===== src/rtl/framing_pkg.sv =====
// Byte values and state type shared by the transmit framer and the receive deframer.
package framing_pkg;

    localparam logic [7:0] FRAMING_ESCAPE_BYTE = 8'h7F;
    localparam logic [7:0] FRAMING_START_BYTE  = 8'h7D;
    localparam logic [7:0] FRAMING_STOP_BYTE   = 8'h7E;

    typedef enum logic [1:0] {
        IDLE,
        DATA,
        ESC,
        STOP
    } framer_state_t;

    function automatic logic is_reserved(
        input logic [7:0] b,
        input logic [7:0] esc_b,
        input logic [7:0] start_b,
        input logic [7:0] stop_b
    );
        return (b == esc_b) || (b == start_b) || (b == stop_b);
    endfunction

endpackage


===== src/rtl/framer.sv =====
// AXI4-Stream byte framer: START, escaped payload, STOP; one registered output stage,
// input ready follows downstream ready combinationally and drops for each inserted marker.
module framer
    import framing_pkg::*;
#(
    parameter logic [7:0] ESCAPE_BYTE = FRAMING_ESCAPE_BYTE,
    parameter logic [7:0] START_BYTE  = FRAMING_START_BYTE,
    parameter logic [7:0] STOP_BYTE   = FRAMING_STOP_BYTE
) (
    input  logic       aclk,
    input  logic       areset,
    input  logic       target_tvalid,
    output logic       target_tready,
    input  logic [7:0] target_tdata,
    input  logic       target_tlast,
    output logic       initiator_tvalid,
    input  logic       initiator_tready,
    output logic [7:0] initiator_tdata,
    output logic       initiator_tlast
);

    if ((ESCAPE_BYTE == START_BYTE) || (ESCAPE_BYTE == STOP_BYTE) ||
        (START_BYTE == STOP_BYTE)) begin : g_marker_check
        $error("framer: ESCAPE_BYTE, START_BYTE and STOP_BYTE must be pairwise distinct");
    end

    framer_state_t r_state;
    framer_state_t w_next_state;
    logic [8:0]    r_hold;
    logic          r_vld;
    logic [7:0]    r_dat;
    logic          r_last;

    logic          w_slot_free;
    logic          w_hs;
    logic          w_reserved;
    logic          w_load;
    logic [7:0]    w_load_dat;
    logic          w_load_last;

    assign w_slot_free   = !r_vld || initiator_tready;
    assign target_tready = (r_state == DATA) && w_slot_free;
    assign w_hs          = target_tvalid && target_tready;
    assign w_reserved    = is_reserved(target_tdata, ESCAPE_BYTE, START_BYTE, STOP_BYTE);

    assign initiator_tvalid = r_vld;
    assign initiator_tdata  = r_dat;
    assign initiator_tlast  = r_last;

    always_ff @(posedge aclk or posedge areset) begin
        if (areset) begin
            r_state <= IDLE;
            r_hold  <= '0;
            r_vld   <= 1'b0;
            r_dat   <= '0;
            r_last  <= 1'b0;
        end else begin
            r_state <= w_next_state;
            if (w_hs && w_reserved) begin
                r_hold <= {target_tdata, target_tlast};
            end
            if (w_slot_free) begin
                r_vld <= w_load;
            end
            if (w_load) begin
                r_dat  <= w_load_dat;
                r_last <= w_load_last;
            end
        end
    end

    always_comb begin
        w_next_state = r_state;
        case (r_state)
            IDLE: if (target_tvalid && w_slot_free) w_next_state = DATA;
            DATA: begin
                if (w_hs) begin
                    if (w_reserved)        w_next_state = ESC;
                    else if (target_tlast) w_next_state = STOP;
                    else                   w_next_state = DATA;
                end
            end
            ESC:  if (w_slot_free) w_next_state = r_hold[0] ? STOP : DATA;
            STOP: if (w_slot_free) w_next_state = IDLE;
            default: w_next_state = IDLE;
        endcase
    end

    // The held byte is replayed from ESC, so DATA only ever emits the escape marker or a plain byte.
    always_comb begin
        w_load      = 1'b0;
        w_load_dat  = '0;
        w_load_last = 1'b0;
        case (r_state)
            IDLE: begin
                if (target_tvalid && w_slot_free) begin
                    w_load     = 1'b1;
                    w_load_dat = START_BYTE;
                end
            end
            DATA: begin
                if (w_hs) begin
                    w_load     = 1'b1;
                    w_load_dat = w_reserved ? ESCAPE_BYTE : target_tdata;
                end
            end
            ESC: begin
                if (w_slot_free) begin
                    w_load     = 1'b1;
                    w_load_dat = r_hold[8:1];
                end
            end
            STOP: begin
                if (w_slot_free) begin
                    w_load      = 1'b1;
                    w_load_dat  = STOP_BYTE;
                    w_load_last = 1'b1;
                end
            end
            default: begin
                w_load = 1'b0;
            end
        endcase
    end

endmodule


===== config.mk =====
export PLATFORM = sky130hd
export DESIGN_NAME = framer
export DESIGN_NICKNAME = d
export VERILOG_FILES = /design/src/rtl/framing_pkg.sv /design/src/rtl/framer.sv
export SDC_FILE = /design/constraint.sdc
export NUM_CORES = 1
export LEC_CHECK = 0
export ABC_AREA = 1
export CORE_ASPECT_RATIO = 0.75
export CORE_MARGIN = 3
export CORE_UTILIZATION = 50
export CTS_CLUSTER_SIZE = 30
export DETAILED_ROUTE_END_ITERATION = 7
export PLACE_DENSITY_LB_ADDON = 0.05
export SYNTH_ARGS = -nofsm -noshare
export SYNTH_HDL_FRONTEND = slang
export SYNTH_SLANG_ARGS = --single-unit
export TNS_END_PERCENT = 100

===== constraint.sdc =====
create_clock -name aclk -period 1.76 [get_ports aclk]
set_input_delay 0.264 -clock aclk [delete_from_list [all_inputs] [get_ports aclk]]
set_output_delay 0.264 -clock aclk [all_outputs]
set_load 0.02 [all_outputs]

==> flow_metrics.env <==
export IMPL_first_pass_iters=4
export IMPL_cts_tree="built"
export IMPL_dr_wl_met2_um=961
export IMPL_synth_seq_cells=21
export IMPL_fin_setup_tns_ns=0
export IMPL_grt_pass1_wl_mm=3.66
export IMPL_worst_pin_slew_ns=0.354
export IMPL_synth_area_per_cell_um2=9.27
export IMPL_rsz0062_at_grt="no"
export IMPL_clkTransAtPathRegs_ns=0.12
export IMPL_grt_max_degree=22
export IMPL_clock_path_buffers=2
export IMPL_io_buffer_count=23
export IMPL_setup_viol=0
export IMPL_ys_seq_area_frac=0.511
export IMPL_ant_nets=0
export IMPL_nFillCells=165
export IMPL_maxSlewHeadroom=0.763
export IMPL_slew_viol_final=0
export IMPL_fin_cells=162
export IMPL_numCtsBuffers=3
export IMPL_track_usage=0.187
export IMPL_nNetsFinal=154
export IMPL_highest_layer="met4"
export IMPL_critPathLaunchType="flop"
export IMPL_core_mm2=0.00184
export IMPL_final_common_cell="nand2_1"
export IMPL_cap_violations=0
export IMPL_ioPinCount=24
export IMPL_drt_met1_wl_um=993
export IMPL_htree_levels=1
export IMPL_yosys_area_top_type="dfrtp_1"
export IMPL_layout_drive_gt1_share=0.193
export IMPL_synth_fp_nets=124
export IMPL_drt_iter0_markers=20
export IMPL_ys_types=23
export IMPL_post_place_cells=158
export IMPL_clock_sinks=21
export IMPL_ir_worst_vdd_v=0.000939
export IMPL_place_hpwl_mm=1.63
export IMPL_synth_top_area_frac=0.511
export IMPL_die_area_mm2=0.00264
export IMPL_synth_area_leaders="dfrtp_1, nand2_1, nand4_1"
export IMPL_routed_wl_mm=2.16
export IMPL_antennaDiodeCount=0
export IMPL_vias_per_cell=5.15
export IMPL_crit_type="reg2out"
export IMPL_postCtsHoldBufs=0
export IMPL_gr_total_overflow=0
export IMPL_cp_max_fo=6
export IMPL_p_leak_nw=0.676
export IMPL_cp_required_ns=1.50
export IMPL_syn_to_final_growth_pct=28.7
export IMPL_place_congestion=0.812
export IMPL_grt_pass1_vias=785
export IMPL_run_status="finished, final reports clean"
export IMPL_wl_per_cell_um=13.3
export IMPL_fin_crit_sh=0.931
export IMPL_root_buffer="clkbuf_4"
export IMPL_layout_min_cycle_time_ns=1.64
export IMPL_drc=0
export IMPL_power_density_mw_per_mm2=1450
export IMPL_cp_end_kind="output port"
export IMPL_holdWs_ns=0.286
export IMPL_wl_met3_um=177
export IMPL_yosys_warnings=0
export IMPL_synth_area_mm2=0.00103
export IMPL_rows=13
export IMPL_hold_path_class="in2async"
export IMPL_finalHoldViolations=0
export IMPL_clock_skew_ns=0.00186
export IMPL_antenna_found_initial=0
export IMPL_final_cell_mix="nand2_1, clkdlybuf4s50_1, dfrtp_1"
export IMPL_clock_latency_ns=0.30
export IMPL_syn_instance_count=111
export IMPL_num_vias=835
export IMPL_initial_core_util=0.560
export IMPL_report_power_total_mw=1.93
export IMPL_fmax_ghz=0.611
export IMPL_die_x_um=58.4
export IMPL_die_y_um=45.3
export IMPL_critical_path_arrival_ns=1.37
-- sequential cells by signal, summed over array words and instances (netlist names) --
name / count
initiator_tdata: 8
initiator_tlast: 1
initiator_tvalid: 1
r_state: 2
r_hold: 9
-- through the flow --
step | utilization | worst slack [ns] | instance area [µm²]
2_1_floorplan | - | 0.544 | 1030
3_3_place_gp | 0.706 | -0.00524 | 1300
3_5_place_dp | 0.706 | -0.0170 | 1300
4_1_cts | 0.720 | 0.105 | 1320
5_1_grt | 0.720 | 0.00648 | 1320
6_report | 0.720 | 0.122 | 1320
-- final timing paths --
check | slack [ns] | startpoint | to | cells past startpoint
setup reg to reg | 0.47 | initiator_tvalid$_DFFE_PP0N_ | r_hold[1]$_DFFE_PP0P_ | 9
max in group asynchronous | 1.26 | areset | r_hold[5]$_DFFE_PP0P_ | 3
hold reg to reg | 0.48 | r_hold[6]$_DFFE_PP0P_ | r_hold[6]$_DFFE_PP0P_ | 1
min in group aclk | 0.48 | r_hold[6]$_DFFE_PP0P_ | r_hold[6]$_DFFE_PP0P_ | 1
setup / recovery | 0.12 | r_state[1]$_DFFE_PP0P_ | target_tready | 4
hold / removal | 0.29 | areset | initiator_tdata[1]$_DFFE_PP0P_ | 3
-- final cells by class --
type / instances / area, µm² / area share
Sequential cell: 21 / 526 / 0.397
Multi-Input combinational cell: 75 / 433 / 0.327
Timing Repair Buffer: 27 / 259 / 0.196
Inverter: 13 / 51.3 / 0.0388
Tap cell: 22 / 27.5 / 0.0208
Clock buffer: 3 / 22.5 / 0.0170
Clock inverter: 1 / 5.00 / 0.00378
-- synth_stat cells (all sizes together) --
| master | instances |
|---|---|
| a21oi | 2 |
| a22o | 1 |
| buf | 2 |
| dfrtp | 21 |
| inv | 13 |
| nand2 | 36 |
| nand3 | 3 |
| nand4 | 7 |
| nor2 | 10 |
| nor3 | 1 |
| o211ai | 1 |
| o21ai | 9 |
| or2 | 5 |
-- logic make-up after synthesis --
| logic type | share of synthesized area |
|---|---|
| compound gates | 0.0803 |
| buf+inv | 0.0681 |
| flops | 0.511 |
| simple gates | 0.341 |
-- per-layer routing --
layer	track usage	vias up
met5	0	-
met4	0.0417	0
met3	0.0600	3
met2	0.294	24
met1	0.255	391
li1	-	417
-- critical path, stage by stage, from the launching register on --
cell and delay (ns):
dfrtp_1 0.41, inv_2 0.13, nand2_4 0.09, nor2_1 0.11, dlygate4sd2_1 0.34
-- power breakdown --
part	leakage [nW]	internal, mW	switching, mW
clock network	0.0177	0.0848	0.148
logic	0.393	0.415	0.540
registers	0.265	0.647	0.0906
-- what timing repair did --
item                                    in CTS  in global routing
setup buffers                                0                  0
resized for setup                            1                  0
endpoints found under the setup margin       1                  0
(Power assumes the default switching activity.)
